==> config.mk <==
export PLATFORM = sky130hd
export DESIGN_NAME = demux12_pkt
export DESIGN_NICKNAME = d
export VERILOG_FILES = /design/src/rtl/demux12_pkt.sv
export SDC_FILE = /design/constraint.sdc
export NUM_CORES = 1
export LEC_CHECK = 0
export ABC_AREA = 0
export CORE_UTILIZATION = 45
export DETAILED_ROUTE_END_ITERATION = 12
export PLACE_DENSITY = 0.72
export SLEW_MARGIN = 30
export SYNTH_ARGS = -nofsm -noshare
export SYNTH_HDL_FRONTEND = slang
export SYNTH_SLANG_ARGS = --single-unit
==> constraint.sdc <==
create_clock -name CLK -period 6.1 [get_ports CLK]
set_input_delay 0.61 -clock CLK [delete_from_list [all_inputs] [get_ports CLK]]
set_output_delay 0.61 -clock CLK [all_outputs]
set_load 0.01 [all_outputs]
==> src/rtl/demux12_pkt.sv <==
// Packet-aware 1-to-2 stream demultiplexer. The route select is sampled on a
// packet's first beat and held until LAST; each output is buffered in its own FIFO.
module demux12_pkt #(
   parameter int WIDTH = 8,
   parameter int DEPTH = 2
) (
   input  logic                       CLK,
   input  logic                       RSTB,
   input  logic [WIDTH-1:0]           IN,
   input  logic                       IN_LAST,
   input  logic                       IN_VALID,
   output logic                       IN_READY,
   input  logic                       S,
   output logic [WIDTH-1:0]           Q1,
   output logic [WIDTH-1:0]           Q2,
   output logic                       Q1_LAST,
   output logic                       Q2_LAST,
   output logic                       Q1_VALID,
   output logic                       Q2_VALID,
   input  logic                       Q1_READY,
   input  logic                       Q2_READY,
   output logic [$clog2(DEPTH+1)-1:0] CNT1,
   output logic [$clog2(DEPTH+1)-1:0] CNT2
);

   localparam int AW = $clog2(DEPTH);
   localparam int CW = $clog2(DEPTH + 1);
   localparam logic [CW-1:0] FULL_CNT = CW'(DEPTH);

   typedef enum logic [1:0] {
      ST_IDLE  = 2'd0,
      ST_LOCK1 = 2'd1,
      ST_LOCK2 = 2'd2
   } state_t;

   state_t state_q, state_d;
   logic   target;
   logic   accept;

   logic [1:0]                 out_ready;
   logic [1:0]                 push;
   logic [1:0]                 pop;
   logic [1:0]                 full;
   logic [1:0]                 nonempty;
   logic [1:0][WIDTH-1:0]      head_data;
   logic [1:0]                 head_last;
   logic [1:0][CW-1:0]         count;

   assign out_ready = {Q2_READY, Q1_READY};

   // Route FSM: S steers only in IDLE; a lock holds the target until LAST.
   always_comb begin
      state_d = state_q;
      target  = S;
      case (state_q)
         ST_LOCK1: target = 1'b0;
         ST_LOCK2: target = 1'b1;
         default:  target = S;
      endcase
      IN_READY = RSTB && !full[target];
      accept   = IN_VALID && IN_READY;
      if (accept) begin
         if (IN_LAST) begin
            state_d = ST_IDLE;
         end else if (state_q == ST_IDLE) begin
            state_d = target ? ST_LOCK2 : ST_LOCK1;
         end
      end
   end

   always_ff @(posedge CLK) begin
      if (!RSTB) begin
         state_q <= ST_IDLE;
      end else begin
         state_q <= state_d;
      end
   end

   for (genvar gi = 0; gi < 2; gi++) begin : g_fifo
      logic [WIDTH:0]  mem_q [DEPTH];
      logic [AW-1:0]   wr_ptr_q, wr_ptr_d;
      logic [AW-1:0]   rd_ptr_q, rd_ptr_d;
      logic [CW-1:0]   cnt_q, cnt_d;

      assign push[gi]     = accept && (target == 1'(gi));
      assign pop[gi]      = (cnt_q != '0) && out_ready[gi];
      assign full[gi]     = (cnt_q == FULL_CNT);
      assign nonempty[gi] = (cnt_q != '0);
      assign count[gi]    = cnt_q;

      // Head is read straight from storage; masked while empty so reset shows zeros.
      assign head_data[gi] = nonempty[gi] ? mem_q[rd_ptr_q][WIDTH-1:0] : '0;
      assign head_last[gi] = nonempty[gi] ? mem_q[rd_ptr_q][WIDTH] : 1'b0;

      always_comb begin
         wr_ptr_d = wr_ptr_q;
         rd_ptr_d = rd_ptr_q;
         cnt_d    = cnt_q;
         if (push[gi]) begin
            wr_ptr_d = wr_ptr_q + 1'b1;
         end
         if (pop[gi]) begin
            rd_ptr_d = rd_ptr_q + 1'b1;
         end
         if (push[gi] && !pop[gi]) begin
            cnt_d = cnt_q + 1'b1;
         end else if (!push[gi] && pop[gi]) begin
            cnt_d = cnt_q - 1'b1;
         end
      end

      always_ff @(posedge CLK) begin
         if (!RSTB) begin
            wr_ptr_q <= '0;
            rd_ptr_q <= '0;
            cnt_q    <= '0;
         end else begin
            wr_ptr_q <= wr_ptr_d;
            rd_ptr_q <= rd_ptr_d;
            cnt_q    <= cnt_d;
         end
      end

      always_ff @(posedge CLK) begin
         if (push[gi]) begin
            mem_q[wr_ptr_q] <= {IN_LAST, IN};
         end
      end
   end

   assign Q1       = head_data[0];
   assign Q2       = head_data[1];
   assign Q1_LAST  = head_last[0];
   assign Q2_LAST  = head_last[1];
   assign Q1_VALID = nonempty[0];
   assign Q2_VALID = nonempty[1];
   assign CNT1     = count[0];
   assign CNT2     = count[1];

endmodule

# == After elaboration in Yosys (flattened, before gate mapping) ==
# Memory sizes are Yosys's and may differ from the RTL's. A register that Yosys moved wholly into a read port is not among the register bits.
# Cells that the tools add are included.
# word_totals
ram_bits,36
memories,2
input_bits,15
regBits,10
elab_cells,67
# classes
magnitude_cmp,1
eq_ne,4
n_reduce_logical,22
n_addsub,8
muxes,22
bitwise,1
# mem_list
memory,depth,word_bits,read_ports,rd_ports_with_merged_regs,write_ports,line,rtl
g_fifo[0].mem_q,2,9,1,1,1,80,logic [WIDTH:0] mem_q [DEPTH];
g_fifo[1].mem_q,2,9,1,1,1,80,
# ops
operator,n
8-bit two-way mux,2
2-bit two-way mux,7
1-bit two-way mux,12
1-bit logical AND,10
2-bit nonzero test,5
2-bit equality test (second input constant),3
1-bit zero test,5
1-bit adder (second input constant),4
2-bit by 1-bit adder with 2-bit output (second input constant),2
2-bit by 1-bit subtractor with 2-bit output (second input constant),2
2-bit by 1-bit equality test with 1-bit output (second input constant),1
2-bit zero test,1
1-bit by 2-bit less-than comparator with 1-bit output (second input constant),1
1-bit case mux with 2 select lines,1
2-bit AND reduction,1
1-bit NOT,1

# == Depth between registers and ports, before layout ==
# Gate-level depths: netlist of run 1.
# depth
depth_word,12
depth_mapped,9
depth_no_buf,9

# == Worst setup path after synthesis of run 1 ==
# Ideal clock, no wire load.
# synth_timing
kind,reg2reg
startpoint,register state_q[1]
endpoint,"memory g_fifo[0].mem_q[0][0] (netlist bit), enable pin"
period_less_slack_ns,2.525
slack_ns,3.575
setup_ns,0.401
n_path_buf,0
t_arrival_ns,2.124
stages_incl_launch_ff,5
path_cell_list,dfxtp_1 > inv_1 > ha_1 > mux2_4 > nor4_1
# synth_between
elab_chain_len,10
word_cells_on_any_way,12
# synth_lines
item,line,rtl
start: declaration,36,"state_t state_q, state_d;"
start signal: assignment,75,state_q <= state_d;
2-bit equality test / 2-bit by 1-bit equality test with 1-bit output (equally long branches),55,case (state_q)
1-bit case mux with 2 select lines *,55,
1-bit two-way mux (not written as such) (2 in a row),60,IN_READY = RSTB && !full[target];
1-bit zero test,60,
1-bit logical AND,60,
1-bit logical AND,61,accept = IN_VALID && IN_READY;
1-bit logical AND *,85,assign push[gi] = accept && (target == 1'(gi));
1-bit two-way mux *,125,if (push[gi]) begin
1-bit two-way mux (not written as such) *,126,"mem_q[wr_ptr_q] <= {IN_LAST, IN};"
end: declaration,80,
# Mark *: on every way between the ends. The rest lies on a longest branch, timed or not. The select of a mux whose other input is x is not followed.

# == Worst setup path after layout of run 1 ==
# layout_timing
startpoint,register state_q[1]
endpoint,output port IN_READY
# layout_between
elab_chain_len,6
word_cells_on_any_way,7
# layout_lines
item,line,rtl
2-bit equality test / 2-bit by 1-bit equality test with 1-bit output (equally long branches),55,
1-bit case mux with 2 select lines *,55,
1-bit two-way mux (not written as such) * (2 in a row),60,
1-bit zero test *,60,
1-bit logical AND *,60,
end: declaration,12,"output logic IN_READY,"
# Marks and branches as above.

==> flow_summary.html, run 1 <==
<table>
<tr><th>Metric</th><th>Value</th></tr>
<tr><th colspan="2">Worst setup path</th></tr>
<tr><td>Critical Path Start Type</td><td>flip-flop</td></tr>
<tr><td>Cell count of the worst reg-to-reg path</td><td>8</td></tr>
<tr><td>Setup slack on the worst flop-to-flop path</td><td>~3.5 ns</td></tr>
<tr><td>Type of the setup path with the least slack</td><td>reg2out</td></tr>
<tr><td>Max Fanout on Critical Path</td><td>4</td></tr>
<tr><td>Worst path required time</td><td>5.49 ns</td></tr>
<tr><td>Reg2Reg Launch Point</td><td>state_q[1]</td></tr>
<tr><td>Worst setup path endpoint</td><td>IN_READY</td></tr>
<tr><td>Critical path data arrival time</td><td>about 2.5 ns</td></tr>
<tr><td>Terminus of the critical flop-to-flop path</td><td>CNT2[1]</td></tr>
<tr><td>CP Capture Type</td><td>output pin</td></tr>
<tr><td>Critical path startpoint</td><td>state_q[1]</td></tr>
<tr><th colspan="2">Synth</th></tr>
<tr><td>Share of the synthesized netlist area taken by xor and xnor gates</td><td>0.0257</td></tr>
<tr><td>Mux cell area share after synthesis</td><td>0.122</td></tr>
<tr><td>Most used standard cell by instance count after synthesis</td><td>sky130_fd_sc_hd__edfxtp_1</td></tr>
<tr><td>Sequential area share after synthesis</td><td>0.645</td></tr>
<tr><td>Compound-cell area share of the yosys netlist</td><td>0.0507</td></tr>
<tr><td>Main synth FF type</td><td>sky130_fd_sc_hd__edfxtp_1</td></tr>
<tr><td>Post-synthesis average cell area</td><td>13.3 µm²</td></tr>
<tr><td>Post-synthesis instance area</td><td>0.00205 mm²</td></tr>
<tr><td>Register bit count reported by yosys</td><td>between 40 and 50</td></tr>
<tr><td>Number of synthesized flops with an enable pin</td><td>36</td></tr>
<tr><td>Synthesized-area fraction occupied by adder cells</td><td>0.0306</td></tr>
<tr><td>Fraction of registers with async set/reset</td><td>0</td></tr>
<tr><td>Area fraction in and, or, nand and nor cells after synthesis</td><td>0.105</td></tr>
<tr><td>Post-Syn Nets</td><td>roughly 170</td></tr>
<tr><td>Count of distinct cell types in the synthesized netlist</td><td>28</td></tr>
<tr><td>Gate Count Post-Synth</td><td>about 150</td></tr>
<tr><td>Area share of the largest cell type after synthesis</td><td>0.528</td></tr>
<tr><td>Top cell types by occurrence after synthesis</td><td>36 x sky130_fd_sc_hd__edfxtp_1, 24 x sky130_fd_sc_hd__nor2_1, 22 x sky130_fd_sc_hd__mux2i_1, 12 x sky130_fd_sc_hd__dfxtp_1, 8 x sky130_fd_sc_hd__and2_1</td></tr>
<tr><td>Area leader, netlist</td><td>sky130_fd_sc_hd__edfxtp_1</td></tr>
<tr><td>Yosys synthesis warning count</td><td>0</td></tr>
<tr><td>Main combinational cell family by area after synthesis</td><td>multiplexers</td></tr>
<tr><td>Biggest area contributors in the synthesized netlist</td><td>sky130_fd_sc_hd__edfxtp_1 53%, sky130_fd_sc_hd__dfxtp_1 12%, sky130_fd_sc_hd__mux2i_1 11%</td></tr>
<tr><th colspan="2">Cells and area</th></tr>
<tr><td>Ant diodes</td><td>0</td></tr>
<tr><td>Post-Layout Cell Count</td><td>250</td></tr>
<tr><td>Post-layout nets</td><td>between 200 and 250</td></tr>
<tr><td>Post-route core utilization</td><td>0.600</td></tr>
<tr><td>Share of post-route cells with drive strength above 1</td><td>0.0808</td></tr>
<tr><td>Area Overhead vs Synth</td><td>27.6%</td></tr>
<tr><th colspan="2">Pwr</th></tr>
<tr><td>Pwr/cell area</td><td>approximately 400 mW/mm²</td></tr>
<tr><td>Switch share</td><td>0.307</td></tr>
<tr><td>Internal</td><td>between 0.0007 and 0.0008 W</td></tr>
<tr><td>Peak supply drop</td><td>0.220 mV</td></tr>
<tr><td>Static leakage</td><td>approximately 0.91 nW</td></tr>
<tr><td>Part of the total power dissipated in the clock network</td><td>0.211</td></tr>
<tr><td>Gate power share</td><td>0.367</td></tr>
<tr><td>Total net switching power</td><td>around 0.00032 W</td></tr>
<tr><td>Sequential power share</td><td>0.422</td></tr>
<tr><th colspan="2">Placed design</th></tr>
<tr><td>Placed instance count</td><td>242</td></tr>
<tr><td>Count of port buffers added during placement</td><td>39</td></tr>
<tr><td>Weighted congestion reported at the end of routability-driven placement</td><td>0.852</td></tr>
<tr><td>Pre-CTS setup slack</td><td>~3.1 ns</td></tr>
<tr><td>Hpwl dp</td><td>~2.6 mm</td></tr>
<tr><th colspan="2">GRT</th></tr>
<tr><td>Via count of the first global-routing pass</td><td>~1300</td></tr>
<tr><td>Number of antenna violations at the first check in global routing</td><td>0</td></tr>
<tr><td>Largest net degree at the start of global routing</td><td>16</td></tr>
<tr><td>Global-route usage over all layers</td><td>0.168</td></tr>
<tr><td>Congestion Overflow GR</td><td>0</td></tr>
<tr><td>Wire length of the first global-routing pass</td><td>approximately 6.1 mm</td></tr>
<tr><th colspan="2">Clock network</th></tr>
<tr><td>Number of gates given a new drive strength after cts</td><td>0</td></tr>
<tr><td>Clock transition time at the flip-flop clock pins of the worst setup and hold paths</td><td>around 0.080 ns</td></tr>
<tr><td>Post-CTS Hold Fix Bufs</td><td>0</td></tr>
<tr><td>Clk_lat worst skew</td><td>0.29 ns</td></tr>
<tr><td>Post-CTS setup buffer count</td><td>0</td></tr>
<tr><td>Worst-case clock buffer depth</td><td>2</td></tr>
<tr><td>CTS H-tree depth</td><td>2</td></tr>
<tr><td>Cell chosen for the clock root</td><td>sky130_fd_sc_hd__clkbuf_8</td></tr>
<tr><td>TritonCTS clock tree</td><td>built</td></tr>
<tr><td>Number of buffers added by the clock tree synthesis step</td><td>5</td></tr>
<tr><td>Sink count of the clock tree</td><td>48</td></tr>
<tr><th colspan="2">Floorplanning</th></tr>
<tr><td>Number of standard-cell rows in the floorplan</td><td>24</td></tr>
<tr><td>Die boundary width</td><td>69.4 µm</td></tr>
<tr><td>Core Region</td><td>0.00435 mm²</td></tr>
<tr><td>Starting Density</td><td>0.470</td></tr>
<tr><td>Die height</td><td>between 60 and 70 µm</td></tr>
<tr><td>Area of the die</td><td>0.00482 mm²</td></tr>
<tr><td>Io pins</td><td>40</td></tr>
<tr><th colspan="2">Timing</th></tr>
<tr><td>Endpoints failing setup</td><td>0</td></tr>
<tr><td>Part of the cycle the worst path needs</td><td>0.508</td></tr>
<tr><td>Final worst setup slack</td><td>about 3 ns</td></tr>
<tr><td>Maximum clock frequency</td><td>around 0.32 GHz</td></tr>
<tr><td>Final slew viol count</td><td>0</td></tr>
<tr><td>Worst slew slack as a fraction of its limit</td><td>0.454</td></tr>
<tr><td>Setup TNS</td><td>0 ns</td></tr>
<tr><td>Clock tree skew after final layout</td><td>between 0.007 and 0.008 ns</td></tr>
<tr><td>Final Hold Viols</td><td>0</td></tr>
<tr><td>Worst slew pin tran</td><td>0.816 ns</td></tr>
<tr><td>Post-route minimum period</td><td>between 3 and 4 ns</td></tr>
<tr><td>Hold slack final</td><td>approximately 0.48 ns</td></tr>
<tr><td>Setup repair after global routing missed its margin</td><td>no</td></tr>
<tr><th colspan="2">Run status</th></tr>
<tr><td>Result of the run</td><td>finished clean</td></tr>
<tr><th colspan="2">Run</th></tr>
<tr><td># Max-Cap Violations</td><td>0</td></tr>
<tr><th colspan="2">Worst hold path</th></tr>
<tr><td>Class of the most critical hold timing path</td><td>reg2reg</td></tr>
<tr><th colspan="2">Detailed routing</th></tr>
<tr><td>Detailed-route via count</td><td>about 1300</td></tr>
<tr><td>Total DRC errors in the routed layout</td><td>0</td></tr>
<tr><td>Avg WL per Cell</td><td>about 15 µm</td></tr>
<tr><td>Routed via count divided by cell count</td><td>~5</td></tr>
<tr><td>Total routed wirelength</td><td>between 3 and 4 mm</td></tr>
<tr><td>Detail Route Antenna Nets</td><td>0</td></tr>
<tr><td>DRC violation total after the first TritonRoute iteration</td><td>39</td></tr>
<tr><td>Pre-antenna DRT Iters</td><td>3</td></tr>
</table>
[worst min path at each step]
stage	from	end	slack, ns	cells past startpoint
floorplan	state_q[0]	state_q[0]	0.44	2
global placement	state_q[0]	state_q[0]	0.45	2
detailed placement	state_q[0]	state_q[0]	0.47	2
CTS	state_q[0]	state_q[0]	0.49	2
global route	state_q[0]	state_q[0]	0.50	2
finish	state_q[0]	state_q[0]	0.48	2
[per-layer routing]
| layer | GRT usage | part of all wire |
|---|---|---|
| met5 | 0 | 0 |
| met4 | 0.0590 | 0.0072 |
| met3 | 0.0509 | 0.044 |
| met1 | 0.196 | 0.42 |
| met2 | 0.293 | 0.53 |
[sequential cells by signal (all words and copies together) (netlist names), named ones only]
register	cells
CNT1	2
g_fifo.wr_ptr_q	2
state_q	2
g_fifo.mem_q	36
CNT2	2
g_fifo.rd_ptr_q	2
[critical path, cell delays in order (launching register included)]
cell and delay, ns:
sky130_fd_sc_hd__dfxtp_1 0.39, sky130_fd_sc_hd__inv_1 0.06, sky130_fd_sc_hd__ha_1 0.37, sky130_fd_sc_hd__mux2i_1 0.40, sky130_fd_sc_hd__mux2i_1 0.31, sky130_fd_sc_hd__o21a_1 0.14, sky130_fd_sc_hd__clkdlybuf4s50_1 0.53
[area by class of cell]
cell class	instances	area, µm²
timing repair buffer	40	398
multi-input combinational	95	691
clock inverter	3	42.5
inverter	7	26.3
clock buffer	5	68.8
fill	344	1740
tap	52	65.1
sequential	48	1320
[power groups by stage]
stage	clock (W)	combinational, W	sequential [W]
2_1_floorplan	0	0.000219	0.000417
3_3_place_gp	0	0.000383	0.000446
3_5_place_dp	0	0.000389	0.000448
4_1_cts	0.000225	0.000391	0.000440
5_1_grt	0.000239	0.000418	0.000445
6_report	0.000220	0.000382	0.000439
[through the flow]
stage                     instance area, µm²  power [W]
final                                   2610    0.00104
after global routing                    2610    0.00110
after CTS                               2610    0.00106
after detailed placement                2500   0.000837
after global placement                  2500   0.000829
after floorplan                         2050   0.000636
[cells by family after synthesis]
logic type / Yosys count
compound gates: 14
xor+xnor: 6
fa+ha+maj: 5
buf+inv: 11
flops: 48
mux: 24
simple gates: 46
[cells in the final DEF, fill, tap and decap left out]
cell type	n
sky130_fd_sc_hd__clkinv_4	1
sky130_fd_sc_hd__clkdlybuf4s50_1	39
sky130_fd_sc_hd__o21ai_0	5
sky130_fd_sc_hd__nand3_1	1
sky130_fd_sc_hd__nor3_1	1
sky130_fd_sc_hd__inv_1	7
sky130_fd_sc_hd__nor2_1	24
sky130_fd_sc_hd__mux2i_1	22
sky130_fd_sc_hd__o21a_1	1
sky130_fd_sc_hd__a22o_1	1
sky130_fd_sc_hd__and2_1	8
sky130_fd_sc_hd__buf_4	1
sky130_fd_sc_hd__a21bo_2	1
sky130_fd_sc_hd__o21ai_2	1
sky130_fd_sc_hd__clkbuf_8	5
sky130_fd_sc_hd__nor4_2	1
sky130_fd_sc_hd__a21boi_0	2
sky130_fd_sc_hd__nor2b_1	1
sky130_fd_sc_hd__clkinv_1	1
sky130_fd_sc_hd__or3_1	2
sky130_fd_sc_hd__mux2_4	2
sky130_fd_sc_hd__a21oi_1	1
sky130_fd_sc_hd__o311ai_0	1
sky130_fd_sc_hd__edfxtp_1	36
sky130_fd_sc_hd__xor2_1	2
sky130_fd_sc_hd__xnor2_1	4
sky130_fd_sc_hd__nand2b_1	1
sky130_fd_sc_hd__o21a_4	1
sky130_fd_sc_hd__and2_2	2
sky130_fd_sc_hd__nand2_1	5
sky130_fd_sc_hd__ha_1	5
sky130_fd_sc_hd__bufinv_16	1
sky130_fd_sc_hd__dfxtp_1	12
(Power assumes the default switching activity.)
==> run 2, diff against run 1 <==
==> constraint.sdc (replaced) <==
create_clock -name CLK -period 3.1 [get_ports CLK]
set_input_delay 0.31 -clock CLK [delete_from_list [all_inputs] [get_ports CLK]]
set_output_delay 0.31 -clock CLK [all_outputs]
set_load 0.01 [all_outputs]
==> run 2 against run 1 <==
Global-route usage up 0.60 points. Die area unchanged. Largest cell class unchanged. Count of clock-buffer cells in the layout up 1. Sequential power is 97% higher. Register-to-register slack worse by 3.0 ns. Critical path depth did not move. Cell area is essentially flat. Clock power grew 97%. Combinational power rose by 100%. Clock skew down 0.0049 ns.
==> flow_summary.html, run 2 (synthesized netlist as in run 1, its figures left out) <==
<table>
<tr><th>Metric</th><th>Value</th></tr>
<tr><th colspan="2">Detailed routing</th></tr>
<tr><td>Detail Route Antenna Nets</td><td>0</td></tr>
<tr><td>Routed via count divided by cell count</td><td>5.15</td></tr>
<tr><td>Avg WL per Cell</td><td>around 15 µm</td></tr>
<tr><td>Total DRC errors in the routed layout</td><td>0</td></tr>
<tr><td>Total routed wirelength</td><td>roughly 3.9 mm</td></tr>
<tr><td>Detailed-route via count</td><td>between 1000 and 1500</td></tr>
<tr><td>Pre-antenna DRT Iters</td><td>4</td></tr>
<tr><td>DRC violation total after the first TritonRoute iteration</td><td>90</td></tr>
<tr><th colspan="2">Cells and area</th></tr>
<tr><td>Post-Layout Cell Count</td><td>250</td></tr>
<tr><td>Most flop-heavy register</td><td>g_fifo.mem_q</td></tr>
<tr><td>Ant diodes</td><td>0</td></tr>
<tr><td>Area Overhead vs Synth</td><td>27.6%</td></tr>
<tr><td>Largest register FFs</td><td>36</td></tr>
<tr><td>Final Instance Area</td><td>approximately 0.0026 mm²</td></tr>
<tr><td>Post-layout nets</td><td>around 220</td></tr>
<tr><td>Commonest non-fill, non-tap cell in the layout</td><td>sky130_fd_sc_hd__clkdlybuf4s50_1</td></tr>
<tr><td>Most frequent cells in the layout</td><td>39 x sky130_fd_sc_hd__clkdlybuf4s50_1, 36 x sky130_fd_sc_hd__edfxtp_1, 23 x sky130_fd_sc_hd__nor2_1</td></tr>
<tr><td>Share of post-route cells with drive strength above 1</td><td>0.0859</td></tr>
<tr><th colspan="2">Timing</th></tr>
<tr><td>Post-route minimum period</td><td>approximately 2.9 ns</td></tr>
<tr><td>Part of the cycle the worst path needs</td><td>0.921</td></tr>
<tr><td>Setup repair after global routing missed its margin</td><td>no</td></tr>
<tr><td>Endpoints failing setup</td><td>0</td></tr>
<tr><td>Worst slew pin tran</td><td>around 0.86 ns</td></tr>
<tr><td>Setup TNS</td><td>0 ns</td></tr>
<tr><td>Final Hold Viols</td><td>0</td></tr>
<tr><td>Maximum clock frequency</td><td>0.350 GHz</td></tr>
<tr><td>Clock tree skew after final layout</td><td>approximately 0.0028 ns</td></tr>
<tr><td>Hold slack final</td><td>about 0.48 ns</td></tr>
<tr><td>Final worst setup slack</td><td>roughly 0.25 ns</td></tr>
<tr><td>Final slew viol count</td><td>0</td></tr>
<tr><td>Worst slew slack as a fraction of its limit</td><td>0.423</td></tr>
<tr><th colspan="2">GRT</th></tr>
<tr><td>Congestion Overflow GR</td><td>0</td></tr>
<tr><td>Number of antenna violations at the first check in global routing</td><td>0</td></tr>
<tr><td>Wire length of the first global-routing pass</td><td>6.37 mm</td></tr>
<tr><td>Via count of the first global-routing pass</td><td>1303</td></tr>
<tr><td>Global-route usage over all layers</td><td>0.174</td></tr>
<tr><td>Largest net degree at the start of global routing</td><td>16</td></tr>
<tr><th colspan="2">Worst hold path</th></tr>
<tr><td>Class of the most critical hold timing path</td><td>reg2reg</td></tr>
<tr><td>Origin of the worst min-delay path</td><td>state_q[0]</td></tr>
<tr><td>Worst hold path depth</td><td>2</td></tr>
<tr><th colspan="2">Floorplanning</th></tr>
<tr><td>Area of the die</td><td>approximately 0.0048 mm²</td></tr>
<tr><td>Number of standard-cell rows in the floorplan</td><td>24</td></tr>
<tr><td>Die height</td><td>~69 µm</td></tr>
<tr><td>Die boundary width</td><td>69.4 µm</td></tr>
<tr><td>Starting Density</td><td>0.470</td></tr>
<tr><td>Core Region</td><td>0.00435 mm²</td></tr>
<tr><td>Io pins</td><td>40</td></tr>
<tr><th colspan="2">Clock network</th></tr>
<tr><td>Clock transition time at the flip-flop clock pins of the worst setup and hold paths</td><td>~0.080 ns</td></tr>
<tr><td>Sink count of the clock tree</td><td>48</td></tr>
<tr><td>Clk_lat worst skew</td><td>0.30 ns</td></tr>
<tr><td>TritonCTS clock tree</td><td>built</td></tr>
<tr><td>Number of gates given a new drive strength after cts</td><td>0</td></tr>
<tr><td>Post-CTS setup buffer count</td><td>0</td></tr>
<tr><td>Cell chosen for the clock root</td><td>sky130_fd_sc_hd__clkbuf_8</td></tr>
<tr><td>Worst-case clock buffer depth</td><td>2</td></tr>
<tr><td>Number of buffers added by the clock tree synthesis step</td><td>5</td></tr>
<tr><td>CTS H-tree depth</td><td>2</td></tr>
<tr><td>Post-CTS Hold Fix Bufs</td><td>0</td></tr>
<tr><th colspan="2">Worst setup path</th></tr>
<tr><td>Critical path data arrival time</td><td>between 2 and 3 ns</td></tr>
<tr><td>Setup slack on the worst flop-to-flop path</td><td>roughly 0.45 ns</td></tr>
<tr><td>Most repeated library cell on the critical path</td><td>sky130_fd_sc_hd__mux2i_1</td></tr>
<tr><td>Critical path startpoint</td><td>state_q[1]</td></tr>
<tr><td>Stage delay of the slowest cell on the critical path</td><td>between 0.5 and 0.6 ns</td></tr>
<tr><td>Worst path required time</td><td>2.79 ns</td></tr>
<tr><td>Critical Path Start Type</td><td>flip-flop</td></tr>
<tr><td>Worst-path cell with the longest stage delay</td><td>sky130_fd_sc_hd__clkdlybuf4s50_1</td></tr>
<tr><td>Cells traversed along the worst timing path</td><td>inv_1, ha_1, mux2i_1, mux2i_1, o21a_1, clkdlybuf4s50_1</td></tr>
<tr><td>Worst setup path endpoint</td><td>IN_READY</td></tr>
<tr><td>CP Capture Type</td><td>output pin</td></tr>
<tr><td>Type of the setup path with the least slack</td><td>reg2out</td></tr>
<tr><td>Cell count of the worst reg-to-reg path</td><td>8</td></tr>
<tr><td>Reg2Reg Launch Point</td><td>state_q[1]</td></tr>
<tr><td>Max Fanout on Critical Path</td><td>4</td></tr>
<tr><td>Terminus of the critical flop-to-flop path</td><td>CNT2[1]</td></tr>
<tr><th colspan="2">Placed design</th></tr>
<tr><td>Hpwl dp</td><td>between 2 and 3 mm</td></tr>
<tr><td>Pre-CTS setup slack</td><td>~0.47 ns</td></tr>
<tr><td>Area post-placement</td><td>around 0.0025 mm²</td></tr>
<tr><td>Weighted congestion reported at the end of routability-driven placement</td><td>roughly 0.86</td></tr>
<tr><td>Count of port buffers added during placement</td><td>39</td></tr>
<tr><td>Placed instance count</td><td>about 240</td></tr>
<tr><th colspan="2">Pwr</th></tr>
<tr><td>Pwr/cell area</td><td>roughly 790 mW/mm²</td></tr>
<tr><td>Peak supply drop</td><td>roughly 0.58 mV</td></tr>
<tr><td>Static leakage</td><td>0.915 nW</td></tr>
<tr><th colspan="2">Run</th></tr>
<tr><td># Max-Cap Violations</td><td>0</td></tr>
<tr><th colspan="2">Run status</th></tr>
<tr><td>Result of the run</td><td>finished clean</td></tr>
</table>
run 2: report_power, final:
part / internal, W / switching, W
registers: 0.000761 / 0.000105
clock network: 0.000239 / 0.000194
logic: 0.000422 / 0.000343
run 2: final cells by class:
cell class              instances  area (µm²)
clock buffers                   6        72.6
clock inverters                 2        35.0
fillers                       349        1740
inverters                       7        26.3
multi-input cells              95         693
flip-flops and latches         48        1320
well taps                      52        65.1
repair buffers                 40         398
run 2: how the worst min path moves through the flow:
stage | endpoint | slack [ns]
final | state_q[0] | 0.48
after global routing | state_q[0] | 0.51
after CTS | state_q[0] | 0.48
after detailed placement | state_q[0] | 0.47
after global placement | state_q[0] | 0.45
after floorplan | g_fifo[0].mem_q[0][0] | 0.41
run 2: worst max-delay path, delay by kind of cell, from the launching register on:
| family | cells | cell delay (ns) |
|---|---|---|
| flip-flops | 1 | 0.38 |
| buffers and inverters | 2 | 0.59 |
| multiplexers | 2 | 0.75 |
| adder cells (fa/ha/maj) | 1 | 0.37 |
| AO/OA/AOI/OAI | 1 | 0.16 |
run 2: layer usage:
layer,share of wire,vias up,global-route usage
met3,0.054,4,0.0451
met2,0.53,46,0.315
met4,0.011,0,0.0544
li1,-,629,-
met1,0.41,609,0.201
met5,0,-,0
run 2: per-stage QoR:
stage | total power, W | util
after floorplan | 0.00125 | -
after global routing | 0.00219 | 0.600
after global placement | 0.00163 | 0.574
after CTS | 0.00208 | 0.599
after detailed placement | 0.00165 | 0.574
final | 0.00206 | 0.600
==> edit 1 (config.mk and constraints of run 2) <==
Change the parameter `WIDTH` from 8 to 6.
--- a/src/rtl/demux12_pkt.sv
+++ b/src/rtl/demux12_pkt.sv
@@ -3,3 +3,3 @@
 module demux12_pkt #(
-   parameter int WIDTH = 8,
+   parameter int WIDTH = 6,
    parameter int DEPTH = 2
Ports: changed (resized IN, Q1 and Q2); port bits go from 40 to 34. No check against the original RTL was run, so the function may have changed too.
==> edit 1 against run 2 <==
- sequential share of layout area decreased by 2.0 points
- final area decreased by 15%
- clock skew increased by 0.0019 ns
- sequential cell count decreased by 8
- setup slack improved by 0.069 ns
- highest routed layer unchanged
- power decreased by 18%
- routed wire length decreased by 19%
- synthesized area decreased by 15%
==> edit 1: results (changes against run 2) <==
[detailed_routing]
dr.pass1.iters=4  ; unchanged
drc=0  ; unchanged
vias_per_cell=5.02  ; -2.5%
drtIter0Drc=28  ; -69%
wire_per_inst_um=13.8  ; -10%

[cells_and_area]
layout-drive-gt1-share=0.0847  ; -0.00111
fill_cells=295  ; -15%
largest_reg_flops=28  ; -22%
nets=194  ; -11%
diodes=0  ; unchanged

[logic_synthesis]
synthesis.nets=155  ; -11%
synth_edf_count=28  ; -22%
yosysSeqAreaShare=0.618  ; -0.0270
synth_area_leaders=edfxtp_1 (48%), dfxtp_1 (14%), mux2i_1 (10%), nor2_1 (4.3%), ha_1 (3.6%)
synth_common_cells=edfxtp_1 (28), nor2_1 (20), mux2i_1 (18)

[worst_setup_path]
crit_arrival_ns=2.47  ; -0.07 ns
rrSetupSlack_ns=0.48  ; +0.03 ns

[clock_tree]
numCtsBuffers=5  ; unchanged
post_cts_resized=0  ; unchanged
clock_latency_ns=0.28  ; -0.02 ns
cts-root-buf=clkbuf_8

[place]
dpl_cell_area_um2=2140  ; -14%
hpwl_mm=2.25  ; -16%
port_buffers=33  ; -15%
gp_congestion=0.773  ; -10%

[power_and_ir_drop]
ir_worst_vdd_uv=504  ; -13%
leakage_uw=0.000793  ; -13%

[worst_hold_path]
hold_path_end=state_q[0]$_SDFFE_PN0P_

[global_route]
grt_pass1_vias=1155  ; -11%
gr-usage-all-layers=0.174  ; -0.000403
grt_pass1_wl_mm=5.23  ; -18%
grt_max_degree=15  ; -1

[outcome]
status=finished clean

[sta]
skew_ns=0.00466  ; +0.00186 ns
slew_headroom=0.631  ; +0.207

## edit 1: critical path, cell delays in order, from the launching register on
cell	delay, ns
dfxtp_1	0.38
inv_1	0.06
ha_1	0.36
mux2i_1	0.40
mux2i_1	0.31
o21a_1	0.15
clkdlybuf4s50_1	0.53
## edit 1: layout make-up
cell class,instances,share of cell area
flip-flops and latches,40,0.486
inverters,7,0.0118
clock inverters,1,0.00225
multi-input cells,87,0.283
well taps,48,0.0270
repair buffers,35,0.155
clock buffers,7,0.0343
## edit 1: logic make-up after synthesis
family | count (synthesis) | share of synthesized area
AO/OA/AOI/OAI | 14 | 0.0594
XOR/XNOR | 6 | 0.0301
adder cells (fa/ha/maj) | 5 | 0.0358
buffers and inverters | 10 | 0.0215
flip-flops | 40 | 0.618
multiplexers | 20 | 0.120
AND/OR/NAND/NOR | 42 | 0.115
## edit 1: how the worst max path moves through the flow
stage,end,slack (ns),depth (start not counted)
after CTS,IN_READY,0.30,6
after floorplan,CNT2[1]$_SDFFE_PN0P_,0.64,8
after global routing,IN_READY,0.13,6
after detailed placement,CNT2[1]$_SDFFE_PN0P_,0.49,8
final,IN_READY,0.32,6
after global placement,CNT2[1]$_SDFFE_PN0P_,0.60,8
## edit 1: layer usage
metal	vias up	track usage	share of wire
met2	38	0.296	0.50
met3	4	0.0536	0.055
met5	-	0	0
met4	0	0.0667	0.012
li1	556	-	-
met1	532	0.204	0.43
## edit 1: power by group
group          switching (uW)  internal (uW)
sequential               88.2            637
clock                     162            158
combinational             280            367
total                     530           1160
## edit 1: stage by stage
stage / hold WS [ns] / std cells / util / worst slack, ns
5_1_grt: 0.505 / 225 / 0.603 / 0.128
3_3_place_gp: 0.447 / 217 / 0.581 / 0.605
3_5_place_dp: 0.461 / 217 / 0.581 / 0.491
2_1_floorplan: 0.409 / 137 / - / 0.645
6_report: 0.467 / 225 / 0.603 / 0.315
4_1_cts: 0.471 / 225 / 0.603 / 0.299
==> edit 2 (config.mk and constraints of run 2) <==
Without the edit above. Register the outputs `CNT1` and `CNT2`, without a reset; this adds one clock of latency there. The other outputs are not delayed to match.
--- a/src/rtl/demux12_pkt.sv
+++ b/src/rtl/demux12_pkt.sv
@@ -136,4 +136,6 @@
    assign Q2_VALID = nonempty[1];
-   assign CNT1     = count[0];
-   assign CNT2     = count[1];
+   always_ff @(posedge CLK) begin
+      CNT1 <= count[0];
+      CNT2 <= count[1];
+   end
 
Formal check against the unedited RTL: not equivalent (a bounded check fails within 4 cycles, from zero or initial values and one cycle with RSTB low).
==> edit 2 against run 2 <==
- power up 1.8%
- routed wire length is 10% lower
- highest routed layer unchanged
- die area grew 1.4%
- critical path type unchanged
- non-clock buffer count is the same
- final area is essentially flat
- setup slack improved by 0.37 ns
- sequential power is 8.8% higher
- synthesized area increased by 1.5%
- sequential share of layout area grew 3.1 points
- sequential cell count up 4
- global-route usage decreased by 2.2 points
- critical path depth unchanged
- critical endpoint unchanged
- synthesized cell count shrank 3.2%
- clock power shrank 16%
==> edit 2: results (changes against run 2) <==
[floorplanning]
die_w_um=69.9  ; +0.71%

[logic_synthesis]
synth_seq_cells=52  ; +8.3%
synthesis.nets=168  ; -3.4%
synth_common_cells=edfxtp_1 (36), nor2_1 (21), mux2i_1 (18)
synth_area_leaders=edfxtp_1 (52%), dfxtp_1 (15%), mux2i_1 (8.7%), nor2_1 (3.8%), and2_1 (2.4%)
synth_cell_types=25  ; -11%
avgSynthCellArea_um2=13.9  ; +4.9%

[cells_and_area]
layout-drive-gt1-share=0.0829  ; -0.00296
n_clock_buffer=5  ; -1
syn_to_final_growth_pct=25.7
nNonClkInverters=5  ; -2
comb.multi_input.count=88  ; -7.4%
nets=211  ; -2.8%
fill_cells=348  ; -0.29%
nonClkBufAreaFrac=0.152  ; about the same

[sta]
slew_headroom=0.528  ; +0.105
skew_ns=0.00486  ; +0.00206 ns

[detailed_routing]
wl_met2_mm=1.77  ; -13%
routed-wl-met3_um=159  ; -23%
met1Wirelength_mm=1.48  ; -6.4%
vias_per_cell=5.04  ; -2.2%

[place]
gp_congestion=0.767  ; -11%
pre_cts_slack_ns=0.678  ; +0.206 ns
dpl.cell_count=237  ; -2.1%
dpl_cell_area_um2=2520  ; +0.85%

[power_and_ir_drop]
p_sw_frac=0.311  ; about the same
leakage_uw=0.000898  ; -1.9%
ir_worst_vdd_uv=696  ; +20%

[global_route]
grt_max_degree=17  ; +1
gr-usage-all-layers=0.152  ; -0.0218
grt_pass1_wl_mm=5.62  ; -12%

[outcome]
status=finished clean

edit 2: cell types whose count changed after synthesis, moves of 3 or more:
cell,before,now
o21ai_0,5,2
o21ai_1,0,4
mux2i_1,22,18
dfxtp_1,12,16
nor2b_1,1,4
nor2_1,24,21
edit 2: final timing paths:
kind                                                 startpoint  slack, ns  cells after the start                              end
worst min-delay path            g_fifo[0].cnt_q[1]$_SDFFE_PN0P_       0.42                      0                  CNT1[1]$_DFF_P_
worst min register to register  g_fifo[0].cnt_q[1]$_SDFFE_PN0P_       0.42                      0                  CNT1[1]$_DFF_P_
worst max register to register          state_q[1]$_SDFFE_PN0P_       0.80                      7  g_fifo[0].cnt_q[1]$_SDFFE_PN0P_
worst max-delay path                    state_q[1]$_SDFFE_PN0P_       0.62                      6                         IN_READY
edit 2: worst max-delay path: stages (launching register included):
cell             delay, ns
dfxtp_1               0.38
inv_1                 0.06
ha_1                  0.33
mux2i_4               0.33
nand2_1               0.13
o311a_2               0.15
clkdlybuf4s50_1       0.48
edit 2: logic make-up (layout without fill, tap and decap cells):
group           Yosys count  in the layout  share of synthesized area
xor+xnor                  6              6                     0.0253
flops                    52             52                      0.675
fa+ha+maj                 4              4                     0.0241
compound gates           13             13                     0.0434
buf+inv                   9             53                     0.0175
mux                      19             19                     0.0976
simple gates             46             46                      0.117
edit 2: power groups by stage:
stage          Combinational [uW]  Sequential (uW)  Clock, uW
5_1_grt                       865              959        399
6_report                      795              942        364
3_5_place_dp                  807              958          0
3_3_place_gp                  793              954          0
4_1_cts                       810              944        376
2_1_floorplan                 462              901          0
edit 2: routing by layer:
metal | vias to the layer above | global-route usage
met3 | 6 | 0.0447
met2 | 35 | 0.267
met5 | - | 0
li1 | 609 | -
met1 | 584 | 0.178
met4 | 0 | 0.0533
